==> src/rtl/scan_sequencer_if.sv <==
// Byte-stream, scan-port and run-control signals between the scan sequencer,
// the host byte interface and the processor pins.
interface scan_sequencer_if #(
    parameter int CYC_W = 16
);
    logic             start;
    logic [CYC_W-1:0] max_cycles;
    logic [7:0]       load_data;
    logic             load_valid;
    logic             load_ready;
    logic [7:0]       dump_data;
    logic             dump_valid;
    logic             dump_ready;
    logic             scan_enable;
    logic             scan_in;
    logic             scan_out;
    logic             proc_en;
    logic             halt;
    logic             busy;
    logic             timeout;
    logic             done;

    modport master (
        input  start, max_cycles, load_data, load_valid, dump_ready, scan_out, halt,
        output load_ready, dump_data, dump_valid, scan_enable, scan_in, proc_en,
               busy, timeout, done
    );

    modport slave (
        output start, max_cycles, load_data, load_valid, dump_ready, scan_out, halt,
        input  load_ready, dump_data, dump_valid, scan_enable, scan_in, proc_en,
               busy, timeout, done
    );
endinterface

==> src/rtl/scan_sequencer.sv <==
// Loads the processor scan chain byte-serially, runs it until halt or budget
// expiry, then dumps the chain to the host by recirculating it.
module scan_sequencer #(
    parameter int CHAIN_LEN = 279,
    parameter int CYC_W     = 16
) (
    input  logic             clk,
    input  logic             rst,
    scan_sequencer_if.master bus
);
    localparam int NBYTES = (CHAIN_LEN + 7) / 8;
    localparam int CNT_W  = $clog2(CHAIN_LEN + 1);
    localparam int BYTE_W = $clog2(NBYTES + 1);

    localparam logic [3:0]        LAST_BITS  = 4'(CHAIN_LEN - 8 * (NBYTES - 1));
    localparam logic [CNT_W-1:0]  LAST_SHIFT = CNT_W'(CHAIN_LEN - 1);
    localparam logic [CNT_W-1:0]  CHAIN_END  = CNT_W'(CHAIN_LEN);
    localparam logic [BYTE_W-1:0] ALL_BYTES  = BYTE_W'(NBYTES);
    localparam logic [BYTE_W-1:0] ONE_BYTE   = BYTE_W'(1);

    typedef enum logic [1:0] {
        S_IDLE = 2'd0,
        S_LOAD = 2'd1,
        S_RUN  = 2'd2,
        S_DUMP = 2'd3
    } state_e;

    state_e            state_q, state_d;
    logic [7:0]        buf_q, buf_d;
    logic [3:0]        buf_cnt_q, buf_cnt_d;
    logic [BYTE_W-1:0] owed_q, owed_d;
    logic [CNT_W-1:0]  shift_q, shift_d;
    logic [CYC_W-1:0]  cyc_q, cyc_d;
    logic [CYC_W-1:0]  max_q, max_d;
    logic              timeout_q, timeout_d;
    logic [7:0]        asm_q, asm_d;
    logic              dvalid_q, dvalid_d;

    logic              load_shift_s;
    logic              load_ready_s;
    logic              load_acc_s;
    logic              dump_shift_s;
    logic              dump_acc_s;
    logic [2:0]        pos_s;

    // shift_q counts load shifts in LOAD and dump shifts in DUMP
    assign load_shift_s = (state_q == S_LOAD) && (buf_cnt_q != 4'd0);
    assign load_ready_s = (state_q == S_LOAD) && (buf_cnt_q <= 4'd1) && (owed_q != '0);
    assign load_acc_s   = load_ready_s && bus.load_valid;
    assign dump_shift_s = (state_q == S_DUMP) && !dvalid_q && (shift_q != CHAIN_END);
    assign dump_acc_s   = dvalid_q && bus.dump_ready;
    assign pos_s        = 3'(shift_q);

    assign bus.scan_enable = load_shift_s || dump_shift_s;
    assign bus.scan_in     = load_shift_s ? buf_q[0] : (dump_shift_s ? bus.scan_out : 1'b0);
    assign bus.proc_en     = (state_q == S_RUN);
    assign bus.load_ready  = load_ready_s;
    assign bus.dump_valid  = dvalid_q;
    assign bus.dump_data   = dvalid_q ? asm_q : 8'h00;
    assign bus.busy        = (state_q != S_IDLE);
    assign bus.timeout     = timeout_q;
    assign bus.done        = dump_acc_s && (shift_q == CHAIN_END);

    // Next-state and datapath update for the load/run/dump sequence.
    always_comb begin
        state_d   = state_q;
        buf_d     = buf_q;
        buf_cnt_d = buf_cnt_q;
        owed_d    = owed_q;
        shift_d   = shift_q;
        cyc_d     = cyc_q;
        max_d     = max_q;
        timeout_d = timeout_q;
        asm_d     = asm_q;
        dvalid_d  = dvalid_q;
        case (state_q)
            S_IDLE: begin
                if (bus.start) begin
                    state_d   = S_LOAD;
                    max_d     = bus.max_cycles;
                    timeout_d = 1'b0;
                    buf_cnt_d = 4'd0;
                    owed_d    = ALL_BYTES;
                    shift_d   = '0;
                    dvalid_d  = 1'b0;
                end else begin
                    state_d = S_IDLE;
                end
            end
            S_LOAD: begin
                // A byte captured while the last bit leaves replaces the buffer outright
                if (load_acc_s) begin
                    buf_d     = bus.load_data;
                    buf_cnt_d = (owed_q == ONE_BYTE) ? LAST_BITS : 4'd8;
                    owed_d    = owed_q - ONE_BYTE;
                end else if (load_shift_s) begin
                    buf_d     = {1'b0, buf_q[7:1]};
                    buf_cnt_d = buf_cnt_q - 4'd1;
                end else begin
                    buf_d = buf_q;
                end
                if (load_shift_s) begin
                    shift_d = shift_q + CNT_W'(1);
                    if (shift_q == LAST_SHIFT) begin
                        state_d = S_RUN;
                        cyc_d   = '0;
                    end else begin
                        state_d = S_LOAD;
                    end
                end else begin
                    shift_d = shift_q;
                end
            end
            S_RUN: begin
                cyc_d = cyc_q + CYC_W'(1);
                if (bus.halt) begin
                    state_d = S_DUMP;
                    shift_d = '0;
                end else if ((max_q != '0) && (cyc_q == (max_q - CYC_W'(1)))) begin
                    state_d   = S_DUMP;
                    shift_d   = '0;
                    timeout_d = 1'b1;
                end else begin
                    state_d = S_RUN;
                end
            end
            S_DUMP: begin
                if (dump_shift_s) begin
                    shift_d = shift_q + CNT_W'(1);
                    if (pos_s == 3'd0) begin
                        asm_d = {7'b0000000, bus.scan_out};
                    end else begin
                        asm_d        = asm_q;
                        asm_d[pos_s] = bus.scan_out;
                    end
                    if ((pos_s == 3'd7) || (shift_q == LAST_SHIFT)) begin
                        dvalid_d = 1'b1;
                    end else begin
                        dvalid_d = 1'b0;
                    end
                end else if (dump_acc_s) begin
                    dvalid_d = 1'b0;
                    if (shift_q == CHAIN_END) begin
                        state_d = S_IDLE;
                    end else begin
                        state_d = S_DUMP;
                    end
                end else begin
                    dvalid_d = dvalid_q;
                end
            end
            default: begin
                state_d = S_IDLE;
            end
        endcase
    end

    // State and datapath registers; reset drops straight back to IDLE.
    always_ff @(posedge clk or negedge rst) begin
        if (!rst) begin
            state_q   <= S_IDLE;
            buf_q     <= 8'h00;
            buf_cnt_q <= 4'd0;
            owed_q    <= '0;
            shift_q   <= '0;
            cyc_q     <= '0;
            max_q     <= '0;
            timeout_q <= 1'b0;
            asm_q     <= 8'h00;
            dvalid_q  <= 1'b0;
        end else begin
            state_q   <= state_d;
            buf_q     <= buf_d;
            buf_cnt_q <= buf_cnt_d;
            owed_q    <= owed_d;
            shift_q   <= shift_d;
            cyc_q     <= cyc_d;
            max_q     <= max_d;
            timeout_q <= timeout_d;
            asm_q     <= asm_d;
            dvalid_q  <= dvalid_d;
        end
    end
endmodule
==> src/flat_wrapper.sv <==
// flat-port wrapper written by rule: the top's interface ports become plain ports
module scan_sequencer_flat 
#(
    parameter int CHAIN_LEN = 279,
    parameter int CYC_W     = 16
)
  (clk, rst, bus_start, bus_max_cycles, bus_load_data, bus_load_valid, bus_dump_ready, bus_scan_out, bus_halt, bus_load_ready, bus_dump_data, bus_dump_valid, bus_scan_enable, bus_scan_in, bus_proc_en, bus_busy, bus_timeout, bus_done);
  scan_sequencer_if #(.CYC_W(CYC_W)) bus_i ();
  input  logic clk;
  input  logic rst;
  input wire logic [$bits(bus_i.start)-1:0] bus_start;
  input wire logic [$bits(bus_i.max_cycles)-1:0] bus_max_cycles;
  input wire logic [$bits(bus_i.load_data)-1:0] bus_load_data;
  input wire logic [$bits(bus_i.load_valid)-1:0] bus_load_valid;
  input wire logic [$bits(bus_i.dump_ready)-1:0] bus_dump_ready;
  input wire logic [$bits(bus_i.scan_out)-1:0] bus_scan_out;
  input wire logic [$bits(bus_i.halt)-1:0] bus_halt;
  output wire logic [$bits(bus_i.load_ready)-1:0] bus_load_ready;
  output wire logic [$bits(bus_i.dump_data)-1:0] bus_dump_data;
  output wire logic [$bits(bus_i.dump_valid)-1:0] bus_dump_valid;
  output wire logic [$bits(bus_i.scan_enable)-1:0] bus_scan_enable;
  output wire logic [$bits(bus_i.scan_in)-1:0] bus_scan_in;
  output wire logic [$bits(bus_i.proc_en)-1:0] bus_proc_en;
  output wire logic [$bits(bus_i.busy)-1:0] bus_busy;
  output wire logic [$bits(bus_i.timeout)-1:0] bus_timeout;
  output wire logic [$bits(bus_i.done)-1:0] bus_done;
  assign bus_i.start = bus_start;
  assign bus_i.max_cycles = bus_max_cycles;
  assign bus_i.load_data = bus_load_data;
  assign bus_i.load_valid = bus_load_valid;
  assign bus_i.dump_ready = bus_dump_ready;
  assign bus_i.scan_out = bus_scan_out;
  assign bus_i.halt = bus_halt;
  assign bus_load_ready = bus_i.load_ready;
  assign bus_dump_data = bus_i.dump_data;
  assign bus_dump_valid = bus_i.dump_valid;
  assign bus_scan_enable = bus_i.scan_enable;
  assign bus_scan_in = bus_i.scan_in;
  assign bus_proc_en = bus_i.proc_en;
  assign bus_busy = bus_i.busy;
  assign bus_timeout = bus_i.timeout;
  assign bus_done = bus_i.done;
  scan_sequencer #(.CHAIN_LEN(CHAIN_LEN), .CYC_W(CYC_W)) u_core (.clk(clk), .rst(rst), .bus(bus_i));
endmodule
==> config.mk <==
export PLATFORM = sky130hd
export DESIGN_NAME = scan_sequencer_flat
export DESIGN_NICKNAME = d
export VERILOG_FILES = /design/src/rtl/scan_sequencer_if.sv /design/src/rtl/scan_sequencer.sv /design/src/flat_wrapper.sv
export SDC_FILE = /design/constraint.sdc
export NUM_CORES = 1
export LEC_CHECK = 0
export ABC_AREA = 1
export BUFFER_PORTS_ARGS = -buffer_cell sky130_fd_sc_hd__buf_2
export CAP_MARGIN = 15
export CORE_ASPECT_RATIO = 1.5
export CORE_MARGIN = 1
export CORE_UTILIZATION = 45
export CTS_BUF_LIST = sky130_fd_sc_hd__clkbuf_8
export CTS_CLUSTER_SIZE = 24
export DETAILED_ROUTE_END_ITERATION = 7
export PLACE_DENSITY_LB_ADDON = 0.25
export SYNTH_ARGS = -nofsm -noshare
export SYNTH_HDL_FRONTEND = slang
export SYNTH_SLANG_ARGS = --single-unit
==> constraint.sdc <==
create_clock -name clk -period 4.3 [get_ports clk]
set_clock_uncertainty 0.15 [all_clocks]
set_input_delay 0.43 -clock clk [delete_from_list [all_inputs] [get_ports clk]]
set_output_delay 0.43 -clock clk [all_outputs]
set_load 0.005 [all_outputs]
* Word-level counts from Yosys, hierarchy flattened
Index checks and enable logic that the tools add are counted.
** Word-level totals
- Flip-flop bits (word level) :: 71
- Output and inout port bits :: 16
** Cells by class
- Eq/ne operators :: 21
- Reductions and logical operators :: 34
- Multiplexer cells :: 43
- $lt $le $gt $ge :: 3
- $add $sub $neg :: 5
** Operators by type and width (count)
- $mux W9 :: 5
- $pmux W9 S4 :: 1
- $mux W16 :: 2
- $mux W8 :: 4
- $pmux W16 S2 :: 1
- $eq A9 B9 Y1 const B :: 2
- $add A16 B1 Y16 const B :: 1
- $eq A16 B16 Y1 :: 1
- $mux W4 :: 4
- $reduce_bool A16 Y1 :: 1
- $sub A16 B1 Y16 const B :: 1
- $reduce_and A3 Y1 :: 5
- $mux W2 :: 6
- $mux W6 :: 2
- $pmux W6 S2 :: 1
- $reduce_bool A2 Y1 :: 6
- $mux W1 :: 11
- $logic_and A1 B1 Y1 :: 10
- $ne A2 B1 Y1 const B :: 5
- $add A9 B1 Y9 const B :: 1
- $ne A9 B9 Y1 const B :: 1
- $bwmux W8 :: 1
- $ne A2 B2 Y1 const B :: 4
- $pmux W2 S4 :: 1
- 22 further kinds :: 29

* Logic depth before layout (Yosys ltp)
Gate-level depths: netlist (run 1).
- Depth in word-level cells :: 6
- Mapped depth :: 17
- Mapped depth without buffers :: 16

* Worst setup path before layout (run 1)
Ideal clock, no wire load.
- Path kind :: register -> register
- Start :: register u_core.max_q[0]
- End :: register u_core.shift_q[8]
- Buffers on the path :: 1
- Cell stages (with the launch flop) :: 14
- Required time :: 4033 ps
- Clock period less this slack :: 2159 ps
- Data arrival time :: 1892 ps
- Setup slack :: 2141 ps
- Cells stage by stage :: dfrtp_1 -> inv_1 -> ha_1 -> nand2_4 -> o21ai_1 -> a21oi_1 -> or2_1 -> nor2_2 -> nand2_1 -> nand2_2 -> nand2_4 -> buf_6 -> nand2_2 -> o21ai_2
** On the way
- Word-level cells in the longest chain between the ends :: 5
- Elaborated cells on any way between the ends :: 6
** RTL lines
- from (decl) :: line scan_sequencer.sv:34 : logic [CYC_W-1:0] max_q, max_d;
- from (signal assigned) :: line scan_sequencer.sv:178 : max_q <= max_d;
- $sub A16 B1 Y16 :: line scan_sequencer.sv:119 : end else if ((max_q != '0) && (cyc_q == (max_q - CYC_W'(1)))) begin
- $eq A16 B16 Y1 :: line scan_sequencer.sv:119
- $logic_and A1 B1 Y1 * :: line scan_sequencer.sv:119
- $ne A3 B2 Y1 (no source line) *
- $reduce_and A4 Y1 (no source line) *
- to (signal assigned) :: line scan_sequencer.sv:176 : shift_q <= shift_d;
- to (decl) :: line scan_sequencer.sv:32 : logic [CNT_W-1:0] shift_q, shift_d;
Every way passes the cells marked *; elsewhere a longest branch is shown, timed or not.
A chain may end at the register's enable or synchronous reset.

* Final worst setup path (run 1)
- Start :: register u_core.state_q[1]
- End :: register u_core.buf_cnt_q[2]
** On the way
- Word-level cells in the longest chain between the ends :: 6
- Elaborated cells on any way between the ends :: 12
** RTL lines
- from (decl) :: line scan_sequencer.sv:28 : state_e state_q, state_d;
- from (signal assigned) :: line scan_sequencer.sv:172 : state_q <= state_d;
- $eq A2 B1 Y1 :: line scan_sequencer.sv:47, scan_sequencer.sv:48, scan_sequencer.sv:76
- $logic_and A1 B1 Y1 (2 in series) :: line scan_sequencer.sv:48 : assign load_ready_s = (state_q == S_LOAD) && (buf_cnt_q <= 4'd1) && (owed_q != '0);
- $logic_and A1 B1 Y1 :: line scan_sequencer.sv:49 : assign load_acc_s = load_ready_s && bus.load_valid;
- $ne A3 B1 Y1 (no source line) / $mux W4 (equally long branches)
- $reduce_and A3 Y1 (no source line) / $pmux W4 S2 (equally long branches)
- to (signal assigned) :: line scan_sequencer.sv:174 : buf_cnt_q <= buf_cnt_d;
- to (decl) :: line scan_sequencer.sv:30 : logic [3:0] buf_cnt_q, buf_cnt_d;
Several ways; a longest one is shown, not always the timed one.

==> out/metrics.cfg, run 1 <==
[outcome]
status=finished, violations left
violations=DRC, hold timing

[clock_tree]
clkTransAtPathRegs_ns=0.08
holdBufCountCts=0
clk_latency_ns=0.36
cts_root_buffer=clkbuf_8
cts_tree=yes
post-cts-setup-buffers=0
clock_path_buffers=2
cts_buffers=9
post_cts_resized=0
clock-sinks=71
htree_num_levels=3

[detailed_routing]
drt_iter0_markers=179
dr.pass1.iters=6
ant_nets=0
wl_um=10170
vias_per_cell=5.146
vias=3947
drcViolationCount=6
wl_per_cell_um=13.26

[worst_setup_path]
worstSetupEndpointType=register
critPathMaxStageDelay_ns=0.45
arrival_ns=3.02
cpMostUsedCell=inv_1
ff2ff_path_depth=9
worstPathCellList=inv_1, ha_1, and3_1, nand2_1, o21ai_1, inv_1, a21oi_1, nand3_1, o22ai_1
critPathSlowestCell=ha_1
required_ns=4.43
critical_path_class=reg -> reg
cp-start-kind=register
critPathMaxFanout=20

[placed_design]
dp_hpwl_um=7763
place_congestion=0.8364
dp.cells=752
post-place-ws_ns=1.473
portBuffers=46

[pwr]
power_density_mw_per_mm2=549.6
leakagePower_nw=2.612
switchingPower_mw=1.209
internal_power_mw=1.582
combPwrFrac=0.429
p_seq_frac=0.382
ir_drop_v=0.0003072
power_mw=2.791
switching_share=0.4332
p_clk_frac=0.189

[global_route]
grt_max_degree=35
grt_pass1_vias=4009
grt_pass1_wl_um=17460
grt_overflow=0
grt_use_total=0.2082
antenna_found_initial=0

[synthesis]
yosysWarnings=0
synth-edff-count=0
ys.flop_type=dfrtp_1
syn_nets=645
yosysTopAreaCell=dfrtp_1
syn_area_mm2=0.004549
synth_commonest_cells=nand2_1 (114), inv_1 (89), dfrtp_1 (71)
yosysTopAreaCellShare=0.3905
ys_top_cells_by_area=dfrtp_1 (39%), nand2_1 (9.4%), inv_1 (7.3%), nor2_1 (5.5%), ha_1 (4.4%)
yosysSeqAreaShare=0.3905
synth.avg_cell_area_um2=7.608
synth.distinct_cells=46
synth-seq-cells=71
async_reset_ff_frac=1.000
synth_most_common_cell=nand2_1
syn_inst=598

[final_layout]
multi_input_area_mm2=0.002366
ff_latch_area_mm2=0.001777
fin_cells=767
fillCellCount=942
drive_above_1_share=0.1810
diodes=0
area_growth_syn_to_layout_pct=11.63
nets=695

[timing]
rsz0062_at_grt=no
fmax_mhz=345.9
holdWs_ns=-0.006903
period_share=0.6723
hold_viol=21
setup_slack_ns=1.409
slew_violations=0
period_minus_slack_ns=2.891
worst_slew_pin_slew_ns=0.8667
max-slew-margin-rel=0.4208
setup_viol=0
fin_tns_setup_ns=0

[floorplanning]
core_mm2=0.009744
die_area_mm2=0.01052
die_x_um=84.10
start_util=0.4669
die_h_um=125.1
std_cell_rows=44
io_pins=47

[hold_path]
min-delay-path-class=in -> async

[run]
drv_cap=0

==> power by group through the flow <==
stage / combinational, mW / sequential, mW / clock (mW)
6_report: 1.20 / 1.07 / 0.528
5_1_grt: 1.38 / 1.09 / 0.563
4_1_cts: 1.21 / 1.06 / 0.538
3_5_place_dp: 1.20 / 1.07 / 0
3_3_place_gp: 1.17 / 1.07 / 0
2_1_floorplan: 0.969 / 1.01 / 0
==> area by class of cell <==
cell class                      count  share of cell area
Sequential cell                    71              0.3498
Timing Repair Buffer               48             0.04829
Clock buffer                        9             0.02439
Inverter                           96             0.07095
Tap cell                          115             0.02833
Clock inverter                      6             0.01232
Multi-Input combinational cell    422              0.4659
==> state kept, by name, indices dropped and copies added (netlist names) <==
| register | flops |
|---|---|
| u_core.shift_q | 9 |
| u_core.buf_q | 8 |
| u_core.max_q | 16 |
| u_core.buf_cnt_q | 4 |
| u_core.bus.timeout | 1 |
| u_core.asm_q | 8 |
| u_core.owed_q | 6 |
| u_core.cyc_q | 16 |
| u_core.bus.dump_valid | 1 |
| u_core.state_q | 2 |
==> critical path, delay by kind of cell (launching register included) <==
family,cells,cell delay [ns]
simple gates,3,0.83
compound gates,3,0.78
fa+ha+maj,1,0.45
flops,1,0.40
buf+inv,2,0.20
==> metal layers <==
metal / global-route usage / wire [µm]
met1: 0.2083 / 3990
met2: 0.3756 / 5264
met3: 0.04752 / 417
met4: 0.1471 / 501
met5: 0 / 0
==> logic make-up (layout without fill, tap and decap cells) <==
family                   count (synthesis)  count (layout)  share of synthesized area
adder cells (fa/ha/maj)                 16              16                    0.04400
AO/OA/AOI/OAI                           96              96                     0.1257
AND/OR/NAND/NOR                        278             278                     0.2825
XOR/XNOR                                26              26                    0.05308
flip-flops                              71              71                     0.3905
buffers and inverters                  105             159                    0.08938
multiplexers                             6               6                    0.01485
==> path summary, 6_finish.rpt <==
kind	start	slack (ns)	endpoint
max in group asynchronous	rst	3.19	u_core.cyc_q[13]
min in group clk	bus_load_data[7]	0.13	u_core.buf_q[7]
worst min register to register	u_core.bus.timeout	0.32	u_core.bus.timeout
worst max register to register	u_core.state_q[1]	1.41	u_core.buf_cnt_q[2]
worst max-delay path	u_core.state_q[1]	1.41	u_core.buf_cnt_q[2]
worst min-delay path	rst	-0.007	u_core.max_q[1]
==> layout by cell type, fill, tap and decap left out, types with 16 or more instances in the layout <==
cell type and count:
a21oi_1 35, buf_2 46, dfrtp_1 71, ha_1 16, inv_1 89, nand2_1 114
nand3_1 39, nor2_1 67, o21ai_0 29, xor2_1 19
==> metrics by stage <==
| step | hold slack (ns) | instance area [µm²] | util |
|---|---|---|---|
| 2_1_floorplan | -0.01559 | 4549 | - |
| 4_1_cts | 0.01071 | 5079 | 0.5212 |
| 5_1_grt | 0.04468 | 5079 | 0.5212 |
| 6_report | -0.006903 | 5079 | 0.5212 |
| 3_3_place_gp | 0.3067 | 4892 | 0.5021 |
| 3_5_place_dp | 0.3126 | 4892 | 0.5021 |
Power figures use the tool's default switching activity.
==> run 2: changes to the inputs <==
Clock period 4.3 ns to 2.45 ns, I/O delays scaled along.
==> out/metrics.cfg, run 2 (synthesis gave the netlist of run 1 again) <==
[run]
drv_cap=0  ; unchanged

[outcome]
status=finished, violations left
violations=DRC

[worst_setup_path]
timing.rr.start=u_core.buf_cnt_q[0]
crit_family=buffers and inverters
worstPathCellList=inv_1, ha_1, nand3_1, nand2_1, inv_2, buf_4, nand2_1, o21ai_1, buf_2
critPathMaxStageDelay_ns=0.40  ; -0.05 ns
cp-start-kind=register
required_ns=2.06  ; -2.37 ns
cp.depth=9  ; unchanged
r2r_slack_ns=0.21  ; -1.20 ns
arrival_ns=1.86  ; -1.16 ns
path_buf_inv=4  ; +2
critPathSlowestCell=dfrtp_1
critPathMaxFanout=9  ; -55%
timing.rr.end=u_core.cyc_q[12]
crit_path_end=bus_scan_in
startpoint=u_core.buf_cnt_q[0]
worstSetupEndpointType=output pin
cpMostUsedCell=nand2_1
ff2ff_path_depth=13  ; +4
critical_path_class=reg -> out

[floorplanning]
die_x_um=84.10  ; unchanged
core_mm2=0.009744  ; unchanged
std_cell_rows=44  ; unchanged
die_area_mm2=0.01052  ; unchanged
die_h_um=125.1  ; unchanged
io_pins=47  ; unchanged
start_util=0.4669  ; unchanged

[pwr]
leakagePower_nw=2.782  ; +6.5%
ir_drop_v=0.0005243  ; +71%
power_density_mw_per_mm2=953.4  ; +73%
power_mw=5.194  ; +86%

[clock_tree]
cts_root_buffer=clkbuf_8
clk_latency_ns=0.35  ; about the same
clkTransAtPathRegs_ns=0.08  ; about the same
htree_num_levels=3  ; unchanged
cts_tree=yes
cts_buffers=9  ; unchanged
clock_path_buffers=2  ; unchanged
clock-sinks=71  ; unchanged

[detailed_routing]
dr.pass1.iters=7  ; +1
vias=4066  ; +3.0%
wl_per_cell_um=13.22  ; -0.35%
drcViolationCount=6  ; unchanged
vias_per_cell=5.083  ; -1.2%
wl_um=10580  ; +3.9%
drt_iter0_markers=199  ; +11%
ant_nets=0  ; unchanged

[placed_design]
dp_hpwl_um=7855  ; +1.2%
place_congestion=0.9173  ; +9.7%
portBuffers=46  ; unchanged
placed_area_mm2=0.005010  ; +2.4%
dp.cells=766  ; +1.9%

[global_route]
grt_overflow=0  ; unchanged
grt_use_total=0.2145  ; +0.006318
grt_pass1_wl_um=18080  ; +3.5%
antenna_found_initial=0  ; unchanged
grt_pass1_vias=4130  ; +3.0%
busiest_layer=met2
gr-usage-met2=0.4002  ; +0.02459
grt_max_degree=50  ; +43%
use_met3=0.03762  ; -0.009901
gr-usage-met1=0.2334  ; +0.02512

[timing]
fin_tns_setup_ns=0  ; unchanged
hold_viol=0  ; -100%
max-slew-margin-rel=0.6183  ; +0.1975
setup_viol=0  ; unchanged
fmax_mhz=443.9
period_share=0.9195
rsz0062_at_grt=no
period_minus_slack_ns=2.253
worst_slew_pin_slew_ns=0.5725  ; -0.2941 ns
slew_violations=0  ; unchanged

[final_layout]
area_growth_syn_to_layout_pct=19.75
final_cell_mix=nand2_1 (114), inv_1 (88), dfrtp_1 (70)
fin_cells=800  ; +4.3%
layout_commonest_cell=nand2_1
largestRegisters=u_core.cyc_q x16, u_core.max_q x16, u_core.shift_q x9
diodes=0  ; unchanged
nets=728  ; +4.7%
drive_above_1_share=0.2088  ; +0.02778
final_util=0.5591  ; +0.03788
finalInstanceArea_mm2=0.005448  ; +7.3%

[hold_path]
min-delay-path-class=in -> reg

-- run 2: stage by stage --
step | worst slack, ns | hold WS (ns)
floorplan | 0.2911 | -0.2006
global placement | 0.1691 | 0.1113
detailed placement | 0.09592 | 0.1176
CTS | 0.07852 | 0.003025
global route | 0.01811 | 0.02117
finish | 0.1973 | 0.01746
-- run 2: what timing repair did --
item | 4_1_cts | 5_1_grt
gates resized for setup | 0 | 13
setup endpoints to repair | 0 | 18
buffers inserted | 0 | 1
endpoints found under the hold margin | 38 | 0
hold buffers | 17 | 0
-- run 2: worst min-delay path by stage --
stage	from	endpoint	cells after the start
6_report	bus_max_cycles[0]	u_core.max_q[0]	3
2_1_floorplan	rst	u_core.asm_q[0]	0
3_3_place_gp	rst	u_core.max_q[1]	1
4_1_cts	bus_max_cycles[0]	u_core.max_q[0]	3
5_1_grt	bus_max_cycles[0]	u_core.max_q[0]	3
3_5_place_dp	rst	u_core.max_q[1]	1
-- run 2: layer usage --
| layer | share of wire | vias to the layer above | wire length (µm) |
|---|---|---|---|
| met5 | 0 | - | 0 |
| met4 | 0.025 | 0 | 264 |
| met3 | 0.034 | 20 | 357 |
| met2 | 0.53 | 69 | 5567 |
| met1 | 0.41 | 1902 | 4385 |
| li1 | - | 2075 | - |
-- run 2: final cells by class --
cell class,count,area [µm²]
Sequential cell,71,1778
Inverter,96,360.3
Timing Repair Buffer,80,540.5
Clock buffer,9,123.9
Clock inverter,6,86.33
Tap cell,115,143.9
Fill cell,908,4297
Multi-Input combinational cell,423,2415
-- run 2: worst reg2reg max path: cells and delay by family (launching register included) --
family / cells / cell delay, ns
adders and majority gates: 1 / 0.20
buffers and inverters: 2 / 0.21
and+or+nand+nor: 8 / 1.01
AOI/OAI and AO/OA: 2 / 0.19
DFF: 1 / 0.37
-- run 2: report_power, final --
| group | leakage [nW] | switching (mW) | internal (mW) |
|---|---|---|---|
| registers | 0.890 | 0.314 | 1.54 |
| clock network | 0.105 | 0.455 | 0.565 |
| logic | 1.79 | 1.41 | 0.910 |
| total | 2.78 | 2.18 | 3.01 |
==> run 3: changes to the inputs <==
Settings changed: CAP_MARGIN 15 to 20, CORE_ASPECT_RATIO 1.5 to 1.4.
Clock period 2.45 ns to 1.8 ns, I/O delays scaled along.
==> out/metrics.cfg, run 3 (synthesis gave the netlist of run 1 again) <==
[global_route]
grt_pass1_vias=4981  ; +21%
grt_max_degree=72  ; +44%
grt_use_total=0.2686  ; +0.05409
antenna_found_initial=0  ; unchanged
grt_overflow=0  ; unchanged
grt_pass1_wl_um=21910  ; +21%

[floorplanning]
start_util=0.4621  ; -0.004806
die_area_mm2=0.01052  ; about the same
io_pins=47  ; unchanged
std_cell_rows=43  ; -2.3%
core_mm2=0.009846  ; +1.0%
die_x_um=86.98  ; +3.4%
die_h_um=121.0  ; -3.3%

[detailed_routing]
vias_per_cell=5.188  ; +2.1%
drcViolationCount=2  ; -4
wl_um=15090  ; +43%
drt_iter0_markers=192  ; -3.5%
wl_per_cell_um=15.84  ; +20%
dr.pass1.iters=7  ; unchanged
vias=4944  ; +22%
ant_nets=0  ; unchanged

[clock_tree]
htree_num_levels=3  ; unchanged
clk_latency_ns=0.37  ; +0.02 ns
cts_tree=yes
cts_buffers=9  ; unchanged
clkTransAtPathRegs_ns=0.08  ; about the same
clock-sinks=71  ; unchanged
clock_path_buffers=2  ; unchanged
cts_root_buffer=clkbuf_8

[final_layout]
drive_above_1_share=0.4768  ; +0.2680
nets=860  ; +18%
diodes=0  ; unchanged
fin_cells=953  ; +19%
largestRegisters=u_core.cyc_q x16, u_core.max_q x16, u_core.shift_q x9
area_growth_syn_to_layout_pct=62.87
final_cell_mix=buf_4 (107), nand2_1 (92), inv_1 (72)
layout_commonest_cell=buf_4
finalInstanceArea_mm2=0.007410  ; +36%

[worst_setup_path]
arrival_ns=2.30  ; +0.44 ns
worstSetupEndpointType=register
critPathMaxFanout=6  ; -3
required_ns=1.90  ; -0.16 ns
critical_path_class=reg -> reg
cp-start-kind=register

[timing]
worst_slew_pin_slew_ns=0.4405  ; -0.1320 ns
period_minus_slack_ns=2.197
max-slew-margin-rel=0.7052  ; +0.08693
rsz0062_at_grt=yes
period_share=1.221
hold_viol=0  ; unchanged
holdWs_ns=0.04892  ; +0.03146 ns
slew_violations=0  ; unchanged
setup_viol=46  ; +46
fmax_mhz=455.1
setup_slack_ns=-0.3973  ; -0.5947 ns

[placed_design]
dp.cells=878  ; +15%
place_congestion=0.8668  ; -5.5%
dp_hpwl_um=8749  ; +11%
portBuffers=46  ; unchanged
placed_area_mm2=0.005849  ; +17%

[pwr]
ir_drop_v=0.001387  ; +160%
p_clk_frac=0.159  ; -0.037
combPwrFrac=0.588  ; +0.141
switching_share=0.4174  ; -0.002506
switchingPower_mw=4.147  ; +90%
leakagePower_nw=3.636  ; +31%
p_seq_frac=0.253  ; -0.103
power_density_mw_per_mm2=1341  ; +41%
internal_power_mw=5.789  ; +92%
power_mw=9.936  ; +91%

[hold_path]
min-delay-path-class=in -> reg

[outcome]
violations=DRC, setup timing
status=finished, violations left

[run]
drv_cap=0  ; unchanged

## run 3: layout make-up
cell class	count	area (µm²)
multi-input cells	424	3100
fillers	662	2436
flip-flops and latches	71	1778
repair buffers	211	1733
inverters	96	390.4
well taps	135	168.9
clock buffers	10	137.6
clock inverters	6	101.3
## run 3: final timing paths
| kind | from | end | slack, ns | cells past startpoint |
|---|---|---|---|---|
| hold reg to reg | u_core.bus.timeout | u_core.bus.timeout | 0.34 | 2 |
| setup / recovery | u_core.max_q[1] | u_core.shift_q[3] | -0.40 | 15 |
| max in group asynchronous | rst | u_core.state_q[0] | 0.93 | 3 |
| hold / removal | bus_start | u_core.owed_q[5] | 0.05 | 3 |
| setup reg to reg | u_core.max_q[1] | u_core.shift_q[3] | -0.40 | 15 |
| min in group asynchronous | rst | u_core.max_q[1] | 0.22 | 3 |
## run 3: layer usage
| metal | share of wire | wire [µm] | track usage | vias up |
|---|---|---|---|---|
| met5 | 0 | 0 | 0 | - |
| li1 | - | - | - | 2339 |
| met3 | 0.036 | 536 | 0.05306 | 63 |
| met2 | 0.56 | 8451 | 0.4995 | 141 |
| met4 | 0.050 | 754 | 0.1552 | 0 |
| met1 | 0.35 | 5351 | 0.2717 | 2401 |
## run 3: critical path: stages (launching register included)
cell	delay, ns
dfrtp_1	0.40
inv_2	0.09
ha_4	0.19
nand2_8	0.09
nor2_8	0.13
nand2_2	0.06
nand2_1	0.07
nand2_1	0.06
nor2_2	0.10
nand3_1	0.12
nor2_4	0.15
nand2_2	0.08
nand2_4	0.16
nand2_4	0.10
nand2_2	0.08
o21ai_2	0.06
## run 3: power groups by stage
stage | Sequential [mW] | Combinational [mW] | Clock (mW)
floorplan | 2.43 | 2.46 | 0
global placement | 2.45 | 3.95 | 0
detailed placement | 2.48 | 4.08 | 0
CTS | 2.46 | 4.86 | 1.59
global route | 2.56 | 6.29 | 1.66
finish | 2.51 | 5.84 | 1.58
## run 3: what timing repair did
action,4_1_cts,5_1_grt
buffers inserted,21,18
cloned,2,2
hold endpoints to repair,96,0
endpoints found under the setup margin,54,66
pin swaps,22,42
resized for setup,95,123
hold buffers,26,0
## run 3: through the flow
step / util / setup slack (ns) / setup TNS, ns
after floorplan: - / -0.1785 / -1.830
after global placement: 0.5941 / -0.3555 / -5.785
after detailed placement: 0.5941 / -0.4058 / -6.838
after CTS: 0.6956 / -0.3271 / -6.727
after global routing: 0.7526 / -0.5144 / -14.17
final: 0.7526 / -0.3973 / -10.41
